$ cat src/rtl/button_encoder.sv
// Button command encoder: synchronizes and debounces three raw buttons,
// queues presses one deep per button, and issues one-cycle command codes
// to a counter, waiting for its acknowledge between commands.
module button_encoder #(
  parameter int DEBOUNCE_CYCLES = 20,
  parameter int ACK_TIMEOUT     = 4
) (
  input  logic       clk,
  input  logic       rst_n,
  input  logic       btn_min,
  input  logic       btn_sec0,
  input  logic       btn_rst,
  input  logic       encoder_reset,
  output logic [1:0] operation,
  output logic       busy,
  output logic       ack_error
);

  localparam int DB_W = $clog2(DEBOUNCE_CYCLES + 1);
  localparam int TO_W = $clog2(ACK_TIMEOUT + 1);

  localparam logic [DB_W-1:0] DB_LAST = DB_W'(DEBOUNCE_CYCLES - 1);
  localparam logic [TO_W-1:0] TO_LAST = TO_W'(ACK_TIMEOUT - 1);

  // Button vector order: bit 0 = sec0, bit 1 = min, bit 2 = rst.
  localparam int B_SEC0 = 0;
  localparam int B_MIN  = 1;
  localparam int B_RST  = 2;

  typedef enum logic [1:0] {
    IDLE,
    ISSUE,
    WAIT_ACK,
    WAIT_LOW
  } state_t;

  logic [2:0]      raw;
  logic [2:0]      sync1;
  logic [2:0]      sync2;
  logic [2:0]      level;
  logic [2:0]      rise;
  logic [2:0]      pending;
  logic [2:0]      pend_clr;
  logic [DB_W-1:0] db_cnt [3];

  state_t          state;
  state_t          state_next;
  logic [1:0]      cmd;
  logic [1:0]      cmd_next;
  logic [TO_W-1:0] ack_cnt;
  logic            timeout;

  assign raw = {btn_rst, btn_min, btn_sec0};

  // Two-flop synchronizer on every raw button.
  always_ff @(posedge clk) begin
    // NOTE: reset is sampled on the clock edge here, so it lives inside the
    // clocked branch rather than in the sensitivity list.
    if (!rst_n) begin
      sync1 <= '0;
      sync2 <= '0;
    end else begin
      // NOTE: non-blocking assignments let sync2 take the old sync1, which is
      // what makes this a two-stage shift rather than a single wire.
      sync1 <= raw;
      sync2 <= sync1;
    end
  end

  // A debounced level rises when its last required differing sample arrives.
  always_comb begin
    // NOTE: every bit gets a value before the loop so no latch can be inferred.
    rise = '0;
    for (int i = 0; i < 3; i++) begin
      rise[i] = sync2[i] && !level[i] && (db_cnt[i] == DB_LAST);
    end
  end

  // Per-button debounce: count consecutive disagreeing samples, clear on agreement.
  always_ff @(posedge clk) begin
    if (!rst_n) begin
      level <= '0;
      // NOTE: the counters are a small array of flops, not a RAM, so clearing
      // them element by element in reset is cheap and intended.
      for (int i = 0; i < 3; i++) db_cnt[i] <= '0;
    end else begin
      for (int i = 0; i < 3; i++) begin
        if (sync2[i] != level[i]) begin
          if (db_cnt[i] == DB_LAST) begin
            level[i]  <= sync2[i];
            db_cnt[i] <= '0;
          end else begin
            db_cnt[i] <= db_cnt[i] + 1'b1;
          end
        end else begin
          db_cnt[i] <= '0;
        end
      end
    end
  end

  // Pending press queue: a new rise wins over a clear in the same cycle.
  always_ff @(posedge clk) begin
    if (!rst_n) pending <= '0;
    else        pending <= (pending & ~pend_clr) | rise;
  end

  // Command FSM next-state, selection and output decode.
  always_comb begin
    state_next = state;
    cmd_next   = cmd;
    pend_clr   = '0;
    timeout    = 1'b0;
    operation  = 2'b00;
    unique case (state)
      IDLE: begin
        if ((|pending) && !encoder_reset) begin
          state_next = ISSUE;
          if (pending[B_RST]) begin
            cmd_next = 2'b11;
            pend_clr = 3'b111;  // a clock reset makes queued edits moot
          end else if (pending[B_MIN]) begin
            cmd_next = 2'b10;
            pend_clr[B_MIN] = 1'b1;
          end else begin
            cmd_next = 2'b01;
            pend_clr[B_SEC0] = 1'b1;
          end
        end
      end
      ISSUE: begin
        operation  = cmd;
        state_next = WAIT_ACK;
      end
      WAIT_ACK: begin
        if (encoder_reset) begin
          state_next = WAIT_LOW;
        end else if (ack_cnt == TO_LAST) begin
          timeout    = 1'b1;
          state_next = IDLE;
        end
      end
      WAIT_LOW: begin
        if (!encoder_reset) state_next = IDLE;
      end
      default: state_next = IDLE;
    endcase
  end

  // FSM state, latched command, acknowledge timer and sticky error flag.
  always_ff @(posedge clk) begin
    if (!rst_n) begin
      state     <= IDLE;
      cmd       <= 2'b00;
      ack_cnt   <= '0;
      ack_error <= 1'b0;
    end else begin
      state <= state_next;
      cmd   <= cmd_next;
      if (state == WAIT_ACK) ack_cnt <= ack_cnt + 1'b1;
      else                   ack_cnt <= '0;
      if (timeout) ack_error <= 1'b1;
    end
  end

  assign busy = (state != IDLE);

endmodule

$ cat config.mk
export PLATFORM = sky130hd
export DESIGN_NAME = button_encoder
export DESIGN_NICKNAME = d
export VERILOG_FILES = /design/src/rtl/button_encoder.sv
export SDC_FILE = /design/constraint.sdc
export NUM_CORES = 1
export LEC_CHECK = 0
export CAP_MARGIN = 20
export CORE_UTILIZATION = 47
export CTS_CLUSTER_DIAMETER = 150
export CTS_CLUSTER_SIZE = 20
export DETAILED_ROUTE_END_ITERATION = 6
export PLACE_DENSITY_LB_ADDON = 0.05
export SYNTH_ARGS = -nofsm -noshare
export SYNTH_HDL_FRONTEND = slang
export SYNTH_SLANG_ARGS = --single-unit
$ cat constraint.sdc
create_clock -name clk -period 2.1 [get_ports clk]
set_input_delay 0.315 -clock clk [delete_from_list [all_inputs] [get_ports clk]]
set_output_delay 0.315 -clock clk [all_outputs]
set_load 0.01 [all_outputs]
==> impl_metrics.py <==
metrics = {
    "min_path": {
        "hold_depth": 1,
        "hp-class": "flop to flop",
    },
    "place": {
        "port_buffers": 9,
        "place_area_sq_um": 1720,
        "gp_congestion": 0.702,
        "place_ws_ps": 420,
        "hpwl_um": 1570,
    },
    "cts": {
        "post_cts_resize_count": 0,
        "cts-root-buf": "clkbuf_4",
        "path_clk_slew_ps": 110,
        "htreeDepth": 2,
        "clock_path_buffers": 2,
        "cts_sinks": 35,
        "post_cts_buffers": 0,
        "cts-buffers-inserted": 5,
        "clock_latency_ps": 340,
        "hold_buffers": 0,
        "cts_tree": "built",
    },
    "logic_synthesis": {
        "synth_xor_area_frac": 0.0518,
        "synth-compound-area-share": 0.0855,
        "yosys_most_used_dff": "dfxtp_1",
        "ys_warn_count": 0,
        "synth_area_per_cell_sq_um": 10.7,
        "synth_top_area_share": 0.296,
        "syn_inst": 142,
        "synth_top_family_by_area": "simple AND/OR/NAND/NOR gates",
        "syn-cell-area_sq_um": 1520,
        "ys_seq_elements": 35,
        "synth_area_leaders": "edfxtp_1, dfxtp_1, ha_1",
        "muxShareOfSynthArea": 0,
        "async_flop_share": 0,
        "seq_area_frac_synth": 0.559,
        "synth_top_area_cell": "edfxtp_1",
        "yosys.area_share.simple": 0.198,
        "synth_fa_ha_area_frac": 0.0658,
        "synth-edff-count": 15,
        "ys_types": 29,
    },
    "layout": {
        "n_fill_cell": 280,
        "area_growth_pct": 18.0,
        "num-nets-final": 185,
        "regArea_sq_um": 851,
        "design_area_sq_um": 1800,
        "post_route_cells_drive_above_1_share": 0.0756,
        "diodes": 0,
        "layout_commonest_cell": "nor2_1",
        "final_cell_mix": "nor2_1, dfxtp_1, edfxtp_1, conb_1, inv_1",
        "multi_input_area_sq_um": 667,
    },
    "timing": {
        "finalWorstSetupSlack_ps": 231,
        "rsz0062_at_grt": "no",
        "post-route-period-util": 0.890,
        "finalSetupViolCount": 0,
        "skew_ps": 4.78,
        "worst_hold_slack_ps": 432,
        "tns_ps": 0,
        "finalHoldViolations": 0,
        "fmax_mhz": 535,
        "final-max-slew-violation-count": 0,
        "min_period_ps": 1870,
    },
    "global_route": {
        "grt_first_pass_wirelength_um": 3620,
        "antenna_found_initial": 0,
        "grtUsageTotal": 0.144,
        "grt_overflow_total": 0,
        "grt_max_degree": 17,
        "grt_pass1_vias": 894,
    },
    "floorplanning": {
        "core_area_sq_um": 3050,
        "fp.dieArea_sq_um": 3470,
        "initial_utilization": 0.498,
        "die_w_um": 58.9,
        "die_h_um": 58.9,
        "std_cell_rows": 20,
        "boundaryPins": 10,
    },
    "power": {
        "total_power_w": 0.00127,
        "ir_worst_vdd_uv": 461,
        "power.leakage_nw": 0.679,
        "p_per_area_nw_per_um2": 706,
    },
    "outcome": {
        "status": "finished, final reports clean",
    },
    "setup_path": {
        "cp_slowest_stage_delay_ps": 530,
        "cp_num_cells": 3,
        "crit_type": "flop to primary output",
        "startpoint_type": "flop",
        "worstPathCellList": "nand2b_1, nor2_1, clkdlybuf4s50_1",
        "cp-end-kind": "primary output",
        "crit_buf_inv": 1,
        "required_ps": 1780,
        "crit_fanout": 7,
        "slowest_stage": "clkdlybuf4s50_1",
        "critical_path_arrival_ps": 1550,
        "reg2regPathDepth": 4,
        "cpLargestDelayFamily": "buffers and inverters",
    },
    "route": {
        "initialDrtViolationCount": 22,
        "antenna_left": 0,
        "viasPerCell": 4.64,
        "vias": 1003,
        "drc": 0,
        "routedWlPerCell_um": 9.81,
        "wirelength_um": 2120,
        "firstDrtPassIters": 4,
    },
    "flow_run": {
        "maxCapViolCount": 0,
    },
}
==> routing by layer <==
metal / GRT usage / share of wire / up-vias
li1: - / - / 528
met1: 0.157 / 0.47 / 460
met2: 0.245 / 0.47 / 12
met3: 0.0593 / 0.049 / 3
met4: 0.0612 / 0.0099 / 0
met5: 0 / 0 / -
==> path summary, 6_finish.rpt <==
check / startpoint / end / slack, ps
setup reg to reg: db_cnt[0][0] / db_cnt[0][3] / 710
hold / removal: ack_cnt[0] / ack_cnt[0] / 430
setup / recovery: state[1] / operation[0] / 230
hold reg to reg: ack_cnt[0] / ack_cnt[0] / 430
==> power breakdown <==
group	total (W)	switching, W	internal [W]	leakage (nW)
sequential	0.000739	0.0000121	0.000727	0.317
combinational	0.0000591	0.0000298	0.0000294	0.319
clock	0.000469	0.000224	0.000245	0.0426
==> cells by family after synthesis <==
kind of cell               count (synthesis)
AOI/OAI and AO/OA                         18
xor gates and xnor gates                   9
DFF                                       35
buffers and inverters                     14
and+or+nand+nor                           57
adders and majority gates                  8
other                                      1
==> worst register-to-register path: cells and delay by family, from the launching register on <==
family | cells | cell delay (ps)
fa+ha+maj | 1 | 210
flops | 1 | 390
simple gates | 3 | 550
==> cell type report <==
type | count | share of cell area
flip-flops and latches | 35 | 0.474
multi-input cells | 107 | 0.371
inverters | 11 | 0.0230
repair buffers | 11 | 0.0585
clock buffers | 5 | 0.0209
clock inverters | 3 | 0.0216
well taps | 44 | 0.0307
==> cells in the mapped netlist (all sizes together), types with 2 or more instances <==
| cell | number |
|---|---|
| nand4bb | 3 |
| o21ai | 3 |
| dfxtp | 20 |
| o22ai | 2 |
| nand3b | 5 |
| buf | 3 |
| o211ai | 4 |
| ha | 8 |
| inv | 11 |
| edfxtp | 15 |
| nand2 | 9 |
| nand3 | 6 |
| nor2 | 23 |
| xor2 | 6 |
| xnor2 | 3 |
| and2 | 7 |
| o31ai | 3 |
==> flip-flops by register name, indices dropped and copies added, names as in the netlist <==
register	flops
ack_error	1
sync2	3
state	2
sync1	3
pending	3
db_cnt	15
cmd	2
ack_cnt	3
level	3
==> per-stage QoR <==
step,instances,util
2_1_floorplan,156,-
3_3_place_gp,208,0.563
3_5_place_dp,208,0.563
4_1_cts,216,0.588
5_1_grt,216,0.588
6_report,216,0.588
Power figures use the tool's default switching activity.
